===== src/rtl/fpmul_result_collector_if.sv =====
// Handshake bundle between the fpmul product source, the result collector
// and the downstream consumer. valid/ready rule on both sides: a word moves
// on a rising edge where valid && ready; the sender keeps valid and the
// payload steady until that edge, and ready may depend on state only.
interface fpmul_result_collector_if;
    logic        in_valid;
    logic        in_ready;
    logic [15:0] in_data;
    logic        in_overflow;
    logic        in_sub;
    logic        out_valid;
    logic        out_ready;
    logic [15:0] out_data;
    logic [2:0]  out_flags;

    // Collector side: accepts products, presents normalised results.
    modport slave (
        input  in_valid, in_data, in_overflow, in_sub, out_ready,
        output in_ready, out_valid, out_data, out_flags
    );

    // Environment side: drives products and consumes results.
    modport master (
        output in_valid, in_data, in_overflow, in_sub, out_ready,
        input  in_ready, out_valid, out_data, out_flags
    );
endinterface


===== src/rtl/fpmul_result_collector.sv =====
// Result collector behind the FP16 multiplier: normalises special values
// (overflow -> signed inf, optional flush-to-zero, canonical quiet NaN),
// buffers results in a DEPTH-entry FIFO and keeps saturating exception
// counters. The FIFO head is read straight from the storage array, so a
// push is visible at the output one edge later.
module fpmul_result_collector #(
    parameter int DEPTH = 4,
    parameter int CNT_W = 8,
    parameter bit FTZ   = 1'b1
) (
    input  logic                     CLK,
    input  logic                     RST,
    fpmul_result_collector_if.slave  bus,
    input  logic                     clr_cnt,
    output logic [$clog2(DEPTH):0]   fifo_count,
    output logic [CNT_W-1:0]         ovf_cnt,
    output logic [CNT_W-1:0]         sub_cnt,
    output logic [CNT_W-1:0]         nan_cnt
);
    localparam int AW = $clog2(DEPTH);
    localparam logic [CNT_W-1:0] CNT_MAX = {CNT_W{1'b1}};

    // Pointers carry one extra wrap bit to tell full from empty.
    logic [AW:0]   wr_ptr;
    logic [AW:0]   rd_ptr;
    logic [15:0]   mem_data  [DEPTH];
    logic [2:0]    mem_flags [DEPTH];

    logic          full;
    logic          empty;
    logic          push;
    logic          pop;
    logic [15:0]   norm_data;
    logic [2:0]    norm_flags;

    assign empty = (wr_ptr == rd_ptr);
    assign full  = (wr_ptr[AW] != rd_ptr[AW]) &&
                   (wr_ptr[AW-1:0] == rd_ptr[AW-1:0]);

    // A pop never frees space for a same-cycle push: in_ready looks at full only.
    assign push = bus.in_valid && !full;
    assign pop  = bus.out_ready && !empty;

    assign bus.in_ready  = !full;
    assign bus.out_valid = !empty;
    assign bus.out_data  = mem_data[rd_ptr[AW-1:0]];
    assign bus.out_flags = mem_flags[rd_ptr[AW-1:0]];
    assign fifo_count    = wr_ptr - rd_ptr;

    // Normalise the incoming product; the first matching rule wins.
    always_comb begin
        norm_data  = bus.in_data;
        norm_flags = 3'b000;
        if (bus.in_overflow) begin
            norm_data  = {bus.in_data[15], 5'b11111, 10'b0};
            norm_flags = 3'b100;
        end else if (bus.in_sub) begin
            norm_data  = FTZ ? {bus.in_data[15], 15'b0} : bus.in_data;
            norm_flags = 3'b010;
        end else if (bus.in_data[14:10] == 5'b11111 && bus.in_data[9:0] != 10'b0) begin
            norm_data  = 16'h7E00;
            norm_flags = 3'b001;
        end
    end

    // FIFO pointers; reset drops every buffered entry.
    always_ff @(posedge CLK) begin
        if (RST) begin
            wr_ptr <= '0;
            rd_ptr <= '0;
        end else begin
            if (push) wr_ptr <= wr_ptr + 1'b1;
            if (pop)  rd_ptr <= rd_ptr + 1'b1;
        end
    end

    // FIFO storage; cleared on reset so the idle head reads as zero.
    always_ff @(posedge CLK) begin
        if (RST) begin
            for (int i = 0; i < DEPTH; i++) begin
                mem_data[i]  <= 16'h0000;
                mem_flags[i] <= 3'b000;
            end
        end else if (push) begin
            mem_data[wr_ptr[AW-1:0]]  <= norm_data;
            mem_flags[wr_ptr[AW-1:0]] <= norm_flags;
        end
    end

    // Saturating exception counters; a clear drops any same-cycle increment.
    always_ff @(posedge CLK) begin
        if (RST || clr_cnt) begin
            ovf_cnt <= '0;
            sub_cnt <= '0;
            nan_cnt <= '0;
        end else if (push) begin
            if (norm_flags[2] && ovf_cnt != CNT_MAX) ovf_cnt <= ovf_cnt + 1'b1;
            if (norm_flags[1] && sub_cnt != CNT_MAX) sub_cnt <= sub_cnt + 1'b1;
            if (norm_flags[0] && nan_cnt != CNT_MAX) nan_cnt <= nan_cnt + 1'b1;
        end
    end
endmodule


===== src/flat_wrapper.sv =====
// flat-port wrapper written by rule: the top's interface ports become plain ports
module fpmul_result_collector_flat 
#(
    parameter int DEPTH = 4,
    parameter int CNT_W = 8,
    parameter bit FTZ   = 1'b1
)
  (CLK, RST, clr_cnt, fifo_count, ovf_cnt, sub_cnt, nan_cnt, bus_in_valid, bus_in_data, bus_in_overflow, bus_in_sub, bus_out_ready, bus_in_ready, bus_out_valid, bus_out_data, bus_out_flags);
  fpmul_result_collector_if bus_i ();
  input  logic CLK;
  input  logic RST;
  input  logic clr_cnt;
  output logic [$clog2(DEPTH):0] fifo_count;
  output logic [CNT_W-1:0] ovf_cnt;
  output logic [CNT_W-1:0] sub_cnt;
  output logic [CNT_W-1:0] nan_cnt;
  input wire logic [$bits(bus_i.in_valid)-1:0] bus_in_valid;
  input wire logic [$bits(bus_i.in_data)-1:0] bus_in_data;
  input wire logic [$bits(bus_i.in_overflow)-1:0] bus_in_overflow;
  input wire logic [$bits(bus_i.in_sub)-1:0] bus_in_sub;
  input wire logic [$bits(bus_i.out_ready)-1:0] bus_out_ready;
  output wire logic [$bits(bus_i.in_ready)-1:0] bus_in_ready;
  output wire logic [$bits(bus_i.out_valid)-1:0] bus_out_valid;
  output wire logic [$bits(bus_i.out_data)-1:0] bus_out_data;
  output wire logic [$bits(bus_i.out_flags)-1:0] bus_out_flags;
  assign bus_i.in_valid = bus_in_valid;
  assign bus_i.in_data = bus_in_data;
  assign bus_i.in_overflow = bus_in_overflow;
  assign bus_i.in_sub = bus_in_sub;
  assign bus_i.out_ready = bus_out_ready;
  assign bus_in_ready = bus_i.in_ready;
  assign bus_out_valid = bus_i.out_valid;
  assign bus_out_data = bus_i.out_data;
  assign bus_out_flags = bus_i.out_flags;
  fpmul_result_collector #(.DEPTH(DEPTH), .CNT_W(CNT_W), .FTZ(FTZ)) u_core (.CLK(CLK), .RST(RST), .bus(bus_i), .clr_cnt(clr_cnt), .fifo_count(fifo_count), .ovf_cnt(ovf_cnt), .sub_cnt(sub_cnt), .nan_cnt(nan_cnt));
endmodule

===== config.mk =====
export PLATFORM = sky130hd
export DESIGN_NAME = fpmul_result_collector_flat
export DESIGN_NICKNAME = d
export VERILOG_FILES = /design/src/rtl/fpmul_result_collector_if.sv /design/src/rtl/fpmul_result_collector.sv /design/src/flat_wrapper.sv
export SDC_FILE = /design/constraint.sdc
export NUM_CORES = 1
export LEC_CHECK = 0
export CORE_ASPECT_RATIO = 1.1
export CORE_MARGIN = 2
export CORE_UTILIZATION = 56
export CTS_BUF_LIST = sky130_fd_sc_hd__clkbuf_8
export DETAILED_ROUTE_END_ITERATION = 12
export GPL_TIMING_DRIVEN = 0
export PLACE_DENSITY = 0.91
export SETUP_SLACK_MARGIN = 0.05
export SLEW_MARGIN = 20
export SYNTH_ARGS = -nofsm -noshare
export SYNTH_HDL_FRONTEND = slang
export SYNTH_SLANG_ARGS = --single-unit

===== constraint.sdc =====
create_clock -name CLK -period 3.9 [get_ports CLK]
set_clock_uncertainty 0.2 [all_clocks]
set_input_delay 0.78 -clock CLK [delete_from_list [all_inputs] [get_ports CLK]]
set_output_delay 0.78 -clock CLK [all_outputs]
set_load 0.01 [all_outputs]

==> Yosys cells after proc, flatten, opt, wreduce, memory -nomap -nowiden <==
Memories as Yosys holds them, arrays and structs flattened. A register that Yosys moved wholly into a read port is not among the register bits.
Index checks and enable logic that the tools add are counted.
{ "totals": {"reg_bits": 30, "ramBits": 76, "input_bits": 23, "output_inout_bits": 48, "elab_cells": 57, "mem_count": 2} }
{ "mem_list": {"columns": ["name", "depth", "width", "read_ports", "rd_clocked_by_memory_dff", "write_ports", "line_no", "text"], "rows": [
  ["u_core.mem_data", 4, 16, 1, 1, 4, "fpmul_result_collector.sv:26", "logic [15:0] mem_data [DEPTH];"],
  ["u_core.mem_flags", 4, 3, 1, 1, 4, "fpmul_result_collector.sv:27", "logic [2:0] mem_flags [DEPTH];"]
]} }
{ "op_classes": {"add_sub_neg": 6, "n_eq_ne": 7, "n_mux": 21, "n_reduce_logical": 16} }
{ "ops": {"columns": ["operator", "n"], "rows": [
  ["$mux 16", 4],
  ["$add 8x1->8 const B", 3],
  ["$ne 8x8->1 const B", 3],
  ["$reduce_or 16->1", 1],
  ["$mux 2", 6],
  ["$reduce_bool 10->1", 1],
  ["$mux 3", 3],
  ["$mux 1", 8],
  ["$logic_and 1x1->1", 7],
  ["$add 3x1->3 const B", 2],
  ["$reduce_and 2->1", 3],
  ["$eq 5x5->1 const B", 1],
  ["$eq 3x3->1", 1],
  ["$reduce_or 3->1", 1],
  ["$sub 3x3->3", 1],
  ["$eq 2x2->1", 1],
  ["$logic_not 1->1", 2],
  ["$logic_or 1x1->1", 1],
  ["$ne 1x1->1", 1]
]} }

==> Logic depth before layout (Yosys ltp) <==
{ "depth": {"ltp_word": 9, "depth_mapped": 8, "mapped_depth_nobuf": 7} }

==> Least setup slack after synthesis <==
No wires, ideal clock.
{ "synth_path": {"path_kind": "flip-flop to flip-flop", "startpoint": "register u_core.wr_ptr[0]", "endpoint": "memory u_core.mem_data[3][0], enable pin", "setup_ns": 0.425, "arrival_ns": 2.482, "required_time_ns": 3.275, "setup_slack_ns": 0.793, "path_stages_with_launch": 6, "path_buffers": 0, "synth_period_minus_slack_ns": 3.107, "path_cell_list": "dfxtp_1 -> inv_1 -> ha_1 -> nand2_1 -> o21ai_2 -> o31ai_1"} }
{ "synth_rtl": {"columns": ["element", "line_no", "text"], "rows": [
  ["start: declaration", "fpmul_result_collector.sv:24", "logic [AW:0] wr_ptr;"],
  ["start signal: assignment", "fpmul_result_collector.sv:72", "if (push) wr_ptr <= wr_ptr + 1'b1;"],
  ["end: declaration", "fpmul_result_collector.sv:26", null]
]} }

==> impl_metrics.prom <==
# TYPE chip_impl_metric gauge
chip_impl_metric{name="power_leakage",unit="uW"} 0.002064
chip_impl_metric{name="place_congestion",unit=""} 0.8660
chip_impl_metric{name="rows",unit=""} 35
chip_impl_info{name="synth.largest_area_cell",value="edfxtp_1"} 1
chip_impl_metric{name="drcViolationCount",unit=""} 0
chip_impl_metric{name="avgSynthCellArea",unit="um^2"} 12.34
chip_impl_metric{name="routed_wl",unit="mm"} 11.07
chip_impl_metric{name="finalNonFillerCells",unit=""} 598
chip_impl_metric{name="cts-buffers-inserted",unit=""} 9
chip_impl_metric{name="grt.overflow.total",unit=""} 0
chip_impl_info{name="path_cells",value="clkbuf_1 -> clkbuf_1 -> mux4_2 -> clkdlybuf4s50_1"} 1
chip_impl_metric{name="clk_sinks",unit=""} 108
chip_impl_metric{name="max_slew_headroom",unit=""} 0.3329
chip_impl_metric{name="ys_ff_latch",unit=""} 108
chip_impl_info{name="netlist_top_cells_count",value="76 x edfxtp_1, 61 x nor2_1, 37 x and2_1"} 1
chip_impl_metric{name="grt_use_total",unit=""} 0.2429
chip_impl_metric{name="cts_setup_buffers",unit=""} 0
chip_impl_metric{name="drt_iter0_drc",unit=""} 284
chip_impl_metric{name="largest_net_degree_at_the_start_of_global_routing",unit=""} 20
chip_impl_metric{name="antenna_found_initial",unit=""} 0
chip_impl_metric{name="tightestPinTransition",unit="ns"} 0.9924
chip_impl_metric{name="finalHoldViolations",unit=""} 0
chip_impl_info{name="critical_path_class",value="reg2out"} 1
chip_impl_metric{name="port-buffer-count",unit=""} 69
chip_impl_metric{name="areaGrowthSynthToFinish",unit="%"} 21.09
chip_impl_metric{name="clock_path_buffers",unit=""} 2
chip_impl_metric{name="multi_input_area",unit="mm^2"} 0.001924
chip_impl_metric{name="final_net_count",unit=""} 513
chip_impl_metric{name="clk_transition_reported_paths",unit="ns"} 0.10
chip_impl_metric{name="critPathMaxFanout",unit=""} 10
chip_impl_metric{name="placed_instances",unit=""} 582
chip_impl_info{name="run_status",value="finished, final reports clean"} 1
chip_impl_info{name="end_kind",value="output port"} 1
chip_impl_metric{name="ys_types",unit=""} 41
chip_impl_metric{name="critPathArrivalTime",unit="ns"} 2.70
chip_impl_metric{name="ir_drop",unit="uV"} 258.1
chip_impl_metric{name="core",unit="mm^2"} 0.008496
chip_impl_info{name="post_synth_main_area_contributors",value="edfxtp_1 46%, dfxtp_1 13%, mux4_2 8.6%"} 1
chip_impl_metric{name="cp_num_buf_inv",unit=""} 3
chip_impl_info{name="hp-class",value="reg2reg"} 1
chip_impl_metric{name="synth_enable_flop_cells",unit=""} 76
chip_impl_info{name="cpLargestDelayFamily",value="buffers and inverters"} 1
chip_impl_metric{name="synth_seq_area_share",unit=""} 0.5906
chip_impl_metric{name="max_freq",unit="MHz"} 272.1
chip_impl_info{name="tritoncts",value="yes"} 1
chip_impl_info{name="synth_top_flop_cell",value="edfxtp_1"} 1
chip_impl_metric{name="fin_area",unit="mm^2"} 0.005992
chip_impl_metric{name="crit_required",unit="ns"} 2.92
chip_impl_metric{name="drv.max_cap_violation_count",unit=""} 0
chip_impl_metric{name="firstDrtPassIters",unit=""} 5
chip_impl_metric{name="first_pass_grt_wire_length",unit="mm"} 17.82
chip_impl_metric{name="setup_violations",unit=""} 0
chip_impl_metric{name="post_route_cells_drive_above_1_share",unit=""} 0.1129
chip_impl_metric{name="seq_area",unit="mm^2"} 0.002923
chip_impl_info{name="yosysMostFrequentCell",value="edfxtp_1"} 1
chip_impl_metric{name="synthesis.area",unit="mm^2"} 0.004948
chip_impl_metric{name="floorplan.initialDensity",unit=""} 0.5825
chip_impl_metric{name="synthesis_warning_total",unit=""} 0
chip_impl_metric{name="min_period",unit="ns"} 3.676
chip_impl_metric{name="holdBufCountCts",unit=""} 0
chip_impl_metric{name="cts_resized",unit=""} 0
chip_impl_info{name="worst_path_max_delay_cell",value="clkbuf_1"} 1
chip_impl_info{name="setup.worst_path.start_class",value="flip-flop"} 1
chip_impl_metric{name="routed_via_density",unit=""} 5.876
chip_impl_metric{name="dr_total_vias",unit=""} 3514
chip_impl_info{name="grt_setup_unrepaired",value="no"} 1
chip_impl_metric{name="synth_cells",unit=""} 401
chip_impl_metric{name="die_x_extent",unit="um"} 93.63
chip_impl_metric{name="dp_hpwl",unit="mm"} 7.741
chip_impl_metric{name="postSynth.asyncResetShare",unit=""} 0
chip_impl_metric{name="postRouteAntennaNets",unit=""} 0
chip_impl_metric{name="number_of_antenna_cells_inserted",unit=""} 0
chip_impl_metric{name="wl_per_cell",unit="um"} 18.51
chip_impl_metric{name="clk-insertion-delay-late",unit="ns"} 0.37
chip_impl_info{name="clock_tree.root_cell",value="clkbuf_8"} 1
chip_impl_metric{name="pin_count",unit=""} 71
chip_impl_metric{name="grt_pass1_vias",unit=""} 3686
chip_impl_metric{name="whs",unit="ns"} 0.3330
chip_impl_metric{name="postSynthNetCount",unit=""} 432
chip_impl_metric{name="placed_area",unit="mm^2"} 0.005807
chip_impl_metric{name="stage_delay_of_the_slowest_cell_on_the_critical_path",unit="ns"} 0.56
chip_impl_metric{name="chipHeight",unit="um"} 102.6
chip_impl_metric{name="fill_cells",unit=""} 587
chip_impl_info{name="timing.critical_path.mode_cell",value="clkbuf_1"} 1
chip_impl_metric{name="final_max_slew_viol_count",unit=""} 0
chip_impl_metric{name="h_tree_depth",unit=""} 3
chip_impl_metric{name="power_per_cell_area",unit="mW/mm^2"} 407.5
chip_impl_metric{name="dieArea",unit="mm^2"} 0.009606
chip_impl_metric{name="synth_top_area_share",unit=""} 0.4612
chip_impl_metric{name="portion_of_the_clock_cycle_consumed_by_the_worst_path_in_the_final_layout",unit=""} 0.9425
==> placed cells by master (no fill, tap or decap), types with 6 or more instances in the layout <==
master,n
a21oi_1,17
clkdlybuf4s50_1,69
edfxtp_1,76
dfxtp_1,32
nor2_1,61
ha_1,7
xnor2_1,12
inv_1,15
nand2_1,24
o21ai_0,6
or3_1,7
nand3_1,15
clkbuf_1,10
mux4_2,19
clkbuf_8,9
nor3_1,8
and2_1,37
==> sequential cells by signal, summed over array words and instances (netlist names), named ones only <==
signal,cells
u_core.mem_data,64
u_core.mem_flags,12
u_core.nan_cnt,8
u_core.ovf_cnt,8
u_core.sub_cnt,8
u_core.rd_ptr,3
u_core.wr_ptr,3
==> path summary, 6_finish.rpt <==
kind                     start                     to  slack, ns  cells past startpoint
max                  flip-flop        bus_out_data[8]       0.22                      4
min          u_core.nan_cnt[7]      u_core.nan_cnt[7]       0.33                      2
max reg2reg   u_core.wr_ptr[0]  u_core.mem_data[1][3]       0.43                      8
min reg2reg  u_core.nan_cnt[7]      u_core.nan_cnt[7]       0.33                      2
==> power by group <==
part / switching [uW] / internal [uW]
clock network: 399 / 245
registers: 22.8 / 1280
logic: 240 / 251
==> metal layers <==
metal / share of wire / global-route usage
met1: 0.39 / 0.2797
met2: 0.53 / 0.4549
met3: 0.059 / 0.04386
met4: 0.020 / 0.08919
met5: 0 / 0
==> through the flow <==
step	utilization	TNS, ns	power, uW	setup WS [ns]
6_report	0.7053	0	2442	0.2244
3_5_place_dp	0.6835	0	1828	0.06348
3_3_place_gp	0.6801	-11.84	1804	-0.6238
5_1_grt	0.7053	0	2528	0.07569
2_1_floorplan	-	0	1596	0.7930
4_1_cts	0.7053	0	2447	0.1435
==> worst reg2reg max path, cell delays in order (launching register included) <==
cell	delay, ns
dfxtp_1	0.42
inv_1	0.12
ha_1	0.33
nand2_1	0.16
o211ai_1	0.23
clkbuf_1	0.41
or3_1	0.26
buf_2	0.29
nand2_1	0.60
==> cells by family (layout without fill, tap and decap cells) <==
kind of cell             count (synthesis)  after routing  share of synthesized area
flip-flops                             108            108                     0.5906
AO/OA/AOI/OAI                           39             39                    0.04804
buffers and inverters                   29            115                    0.02326
AND/OR/NAND/NOR                        180            180                     0.1937
XOR/XNOR                                16             16                    0.03211
multiplexers                            21             21                    0.09052
adder cells (fa/ha/maj)                  8              8                    0.02174
==> cell type report <==
| type | instances | area share |
|---|---|---|
| clock inverter | 7 | 0.01023 |
| multi-input combinational | 264 | 0.3212 |
| tap | 111 | 0.02318 |
| sequential | 108 | 0.4878 |
| timing repair buffer | 70 | 0.1178 |
| inverter | 14 | 0.008770 |
| buffer | 15 | 0.01044 |
| clock buffer | 9 | 0.02067 |
(Power assumes the default switching activity.)
==> variant 1, RTL diff (same flow settings) <==
`FTZ` is set to 1'b1 in 2 places; all go to 1'b0.
--- a/src/rtl/fpmul_result_collector.sv
+++ b/src/rtl/fpmul_result_collector.sv
@@ -6,7 +6,7 @@
 module fpmul_result_collector #(
     parameter int DEPTH = 4,
     parameter int CNT_W = 8,
-    parameter bit FTZ   = 1'b1
+    parameter bit FTZ   = 1'b0
 ) (
     input  logic                     CLK,
     input  logic                     RST,
--- a/src/flat_wrapper.sv
+++ b/src/flat_wrapper.sv
@@ -3,7 +3,7 @@
 #(
     parameter int DEPTH = 4,
     parameter int CNT_W = 8,
-    parameter bit FTZ   = 1'b1
+    parameter bit FTZ   = 1'b0
 )
   (CLK, RST, clr_cnt, fifo_count, ovf_cnt, sub_cnt, nan_cnt, bus_in_valid, bus_in_data, bus_in_overflow, bus_in_sub, bus_out_ready, bus_in_ready, bus_out_valid, bus_out_data, bus_out_flags);
   fpmul_result_collector_if bus_i ();
Check against the original RTL: not equivalent (Yosys sat finds a counterexample within 4 cycles, from zero or initial values and one cycle with RST high).
==> variant 1 against the unedited design <==
- routed wire length up 2.3%
- area after synthesis up 2.9%
- final area grew 2.3%
- total power is 2.1% higher
- via count rose by 7.3%
- critical path depth unchanged
- sequential cell count stayed put
- worst setup slack gained 0.073 ns
==> variant 1: results (changes against the unedited design) <==
Outcome: completed
Worst vdd ir: 0.199 mV (-23%)
Effective utilization at floorplan: 0.577 (-0.00580)
Detailed Place HPWL: 8050 um (+4.0%)
Arrival time worst endpoint: 2.62 ns (-0.08 ns)
Clk network pwr share: 0.259 (-0.005)
Vias in the first global route: 3845 (+4.3%)
WL final: 11300 um (+2.3%)
Power, Total: 2.49 mW (+2.1%)
Hold path depth: 2 (unchanged)
Vias per cell: 6.08 (+3.5%)
Tot GR Track Use: 0.240 (-0.00300)
Sequential area share after synthesis: 0.574 (-0.0165)
First-pass GRT wire length: 18300 um (+2.7%)
Seq pwr: 1.31 mW (about the same)
Leak: 2.14 nW (+3.8%)
Worst Tran Pin Value: 0.999 ns (+0.00647 ns)
Reg2Reg Depth: 7 (-1)
Gpl congestion: 0.821 (-5.2%)
Pre-CTS setup slack: 0.0673 ns (+0.00386 ns)
Final Hold Viols: 0 (unchanged)
EDFF count, synth: 76 (unchanged)
Largest net degree at the start of global routing: 20 (unchanged)
Pre-Repair DR Iteration Count: 6 (+1)
CTS resizes: 0 (unchanged)
Initial DRC Count: 298 (+4.9%)
GRT met1 Usage: 0.287 (+0.00775)
Final net count: 532 (+3.7%)
Synth warnings: 0 (unchanged)
Port buffer count: 68 (-1.4%)
Initial antenna violation count: 0 (unchanged)
Layout cells sized above 1: 0.0988 (-0.0141)
Internal Power: 1.81 mW (+1.6%)
Most common cell after layout, fill and taps aside: edfxtp_1
Area contributors post-synth: edfxtp_1, dfxtp_1, mux4_2
Synth cell types: 45 (+9.8%)
Ys flop type: edfxtp_1
Clock transition at path regs: 0.10 ns (about the same)
Grt met2 use: 0.414 (-0.0410)
Fill count: 639 (+8.9%)
Worst-Skew Late Latency: 0.37 ns (about the same)
Placed cell area: 5940 um^2 (+2.3%)
Syn_nets: 452 (+4.6%)
M3 GR Usage: 0.0580 (+0.0141)
TritonCTS Buffers: 9 (unchanged)
Largest registers: u_core.mem_data (64), u_core.mem_flags (12)
Commonest cells in the netlist: edfxtp_1, nor2_1, dfxtp_1, and2_1, nand2_1
Synth async-reset ratio: 0 (unchanged)
Ant diodes: 0 (unchanged)
Hold Crit Class: flip-flop to flip-flop
Clock Path Buffers: 2 (unchanged)
==> variant 1: cell types whose count changed after synthesis, sizes merged, moves of 5 or more <==
cell   before  now
and2       37   29
and3        2   11
and4        0    5
mux2i       2   14
nand3      15   10
xnor2      13    3
==> variant 1: path summary, 6_finish.rpt <==
| path | start | endpoint | slack [ns] |
|---|---|---|---|
| max | flip-flop | bus_out_data[10] | 0.30 |
| min | u_core.nan_cnt[1] | u_core.nan_cnt[1] | 0.30 |
| max reg2reg | u_core.wr_ptr[0] | u_core.mem_data[2][12] | 0.53 |
| min reg2reg | u_core.nan_cnt[1] | u_core.nan_cnt[1] | 0.30 |
==> variant 1: cells by family after synthesis <==
logic type      share of synthesized area
simple gates                        0.191
flops                               0.574
compound gates                     0.0600
buf+inv                            0.0285
mux                                 0.112
fa+ha+maj                          0.0211
xor+xnor                           0.0135
==> variant 1: layer usage <==
metal  vias up  part of all wire
li1       1732                 -
met1      1833              0.38
met2       183              0.52
met3        21             0.086
met4         0             0.016
met5         -                 0
==> variant 1: critical path, stage by stage (launching register included) <==
cell and delay (ns):
dfxtp_1 0.32, clkbuf_1 0.46, clkbuf_1 0.56, mux4_2 0.43
clkdlybuf4s50_1 0.49
==> variant 1: cell type report <==
type	instances	area share
Clock inverter	7	0.00980
Inverter	13	0.00796
Sequential cell	108	0.477
Timing Repair Buffer	69	0.113
Buffer	21	0.0157
Tap cell	114	0.0233
Clock buffer	9	0.0202
Multi-Input combinational cell	279	0.333
==> variant 1: through the flow <==
| stage | instances | TNS, ns | utilization |
|---|---|---|---|
| after floorplan | 421 | 0 | - |
| after global placement | 603 | -18.29 | 0.670 |
| after detailed placement | 604 | 0 | 0.673 |
| after CTS | 620 | 0 | 0.694 |
| after global routing | 620 | 0 | 0.694 |
| final | 620 | 0 | 0.694 |
==> variant 2, RTL diff (same flow settings) <==
Without the edit above. Put a register stage on the output `bus.out_flags`, without a reset. The value now appears one clock later.
--- a/src/rtl/fpmul_result_collector.sv
+++ b/src/rtl/fpmul_result_collector.sv
@@ -44,7 +44,9 @@
     assign bus.in_ready  = !full;
     assign bus.out_valid = !empty;
     assign bus.out_data  = mem_data[rd_ptr[AW-1:0]];
-    assign bus.out_flags = mem_flags[rd_ptr[AW-1:0]];
+    always_ff @(posedge CLK) begin
+        bus.out_flags <= mem_flags[rd_ptr[AW-1:0]];
+    end
     assign fifo_count    = wr_ptr - rd_ptr;
 
     // Normalise the incoming product; the first matching rule wins.
Formal check against the unedited RTL: not equivalent (a bounded check fails within 4 cycles, from zero or initial values and one cycle with RST high).
==> variant 2 against the unedited design <==
- worst hold slack improved by 0.0042 ns
- total power increased by 3.2%
- final area increased by 2.6%
- clock power increased by 4.8%
- maximum frequency increased by 0.53%
- worst setup slack improved by 0.019 ns
- routed wire length increased by 0.32%
- non-clock buffer count increased by 2
- sequential cell count increased by 3
- area after synthesis increased by 3.0%
==> variant 2: results (changes against the unedited design) <==
Hold Crit Class: flip-flop to flip-flop
Leak: 2.17 nW (+5.3%)
Syn_nets: 439 (+1.6%)
Gpl congestion: 0.845 (-2.4%)
Synth async-reset ratio: 0 (unchanged)
Vias per cell: 5.88 (about the same)
Largest net degree at the start of global routing: 22 (+10%)
Ant diodes: 0 (unchanged)
Pre-Repair DR Iteration Count: 5 (unchanged)
Final net count: 520 (+1.4%)
Final setup fails: 0 (unchanged)
Critical-path maximum fanout: 10 (unchanged)
Arrival time worst endpoint: 2.68 ns (-0.02 ns)
Clock root cell: clkbuf_8
Layout cells sized above 1: 0.128 (+0.0146)
First-pass GRT wire length: 17600 um (-1.4%)
WL final: 11100 um (+0.32%)
Slew margin rel.: 0.352 (+0.0188)
Clock Path Buffers: 2 (unchanged)
Fill count: 616 (+4.9%)
Worst-Skew Late Latency: 0.36 ns
Worst vdd ir: 0.162 mV (-37%)
Post-CTS Setup Repair Bufs: 0 (unchanged)
Port buffer count: 69 (unchanged)
CTS resizes: 0 (unchanged)
Tot GR Track Use: 0.231 (-0.0117)
Outcome: completed
Area contributors post-synth: edfxtp_1, dfxtp_1, mux4_2
Initial antenna violation count: 0 (unchanged)
EDFF count, synth: 76 (unchanged)
TritonCTS Buffers: 9 (unchanged)
Commonest cells in the netlist: edfxtp_1, nor2_1, dfxtp_1, and2_1, nand2_1
Placed cell area: 5950 um^2 (+2.5%)
Initial DRC Count: 368 (+30%)
Detailed Place HPWL: 7980 um (+3.0%)
Vias in the first global route: 3551 (-3.7%)
Sequential area share after synthesis: 0.585 (-0.00533)
Largest registers: u_core.mem_data (64), u_core.mem_flags (12)
Synth cell types: 44 (+7.3%)
Clock transition at path regs: 0.11 ns
Synth warnings: 0 (unchanged)
H-tree depth: 3 (unchanged)
Ys flop type: edfxtp_1
## variant 2: cell count changes in the layout (fill, tap and decap cells not counted), sizes merged, moves of 4 or more
cell,before,now
and2,37,28
nor2,61,65
or3,8,1
nand2,24,28
and4,0,4
or2,5,1
and3,2,14
## variant 2: logic make-up (layout without fill, tap and decap cells)
group / count (synthesis) / after routing / share of synthesized area
muxes: 19 / 19 / 0.0840
DFF: 111 / 111 / 0.585
AOI/OAI and AO/OA: 32 / 32 / 0.0432
and+or+nand+nor: 185 / 185 / 0.202
buffers and inverters: 33 / 119 / 0.0297
adders and majority gates: 8 / 8 / 0.0211
xor gates and xnor gates: 20 / 20 / 0.0344
## variant 2: final timing paths
| kind | startpoint | endpoint | slack [ns] | depth (start not counted) |
|---|---|---|---|---|
| worst min register to register | u_core.nan_cnt[4] | u_core.nan_cnt[4] | 0.34 | 2 |
| worst max register to register | u_core.rd_ptr[1] | u_core.mem_data[0][1] | 0.34 | 7 |
| worst max-delay path | flip-flop | bus_out_data[14] | 0.24 | 4 |
| worst min-delay path | u_core.nan_cnt[4] | u_core.nan_cnt[4] | 0.34 | 2 |
## variant 2: layer usage
metal / share of wire / vias to the layer above / track usage
met5: 0 / - / 0
met4: 0.013 / 0 / 0.0735
met3: 0.079 / 25 / 0.0464
met2: 0.52 / 168 / 0.391
met1: 0.39 / 1741 / 0.298
li1: - / 1639 / -
## variant 2: where the power goes
group | internal, mW | switching (mW) | leakage [nW]
clock network | 0.252 | 0.423 | 0.0995
logic | 0.253 | 0.237 | 1.00
registers | 1.32 | 0.0321 | 1.07
## variant 2: area by class of cell
cell class	instances	area share
inverter	16	0.00977
tap	114	0.0232
clock buffer	9	0.0201
multi-input combinational	264	0.321
sequential	111	0.485
timing repair buffer	70	0.114
buffer	17	0.0149
clock inverter	7	0.0116
## variant 2: through the flow
step                std cells   util  hold slack, ns  TNS [ns]  worst slack, ns
floorplan                 408      -           0.294         0            0.502
global placement          591  0.668           0.302    -11.37           -0.599
detailed placement        592  0.671           0.320         0            0.120
CTS                       608  0.693           0.340         0            0.188
global route              608  0.693           0.352         0           0.0606
finish                    608  0.693           0.337         0            0.244
## variant 2: critical path, cell delays in order (launching register included)
cell,delay (ns)
dfxtp_1,0.32
clkbuf_1,0.45
buf_2,0.46
mux4_2,0.59
clkdlybuf4s50_1,0.50
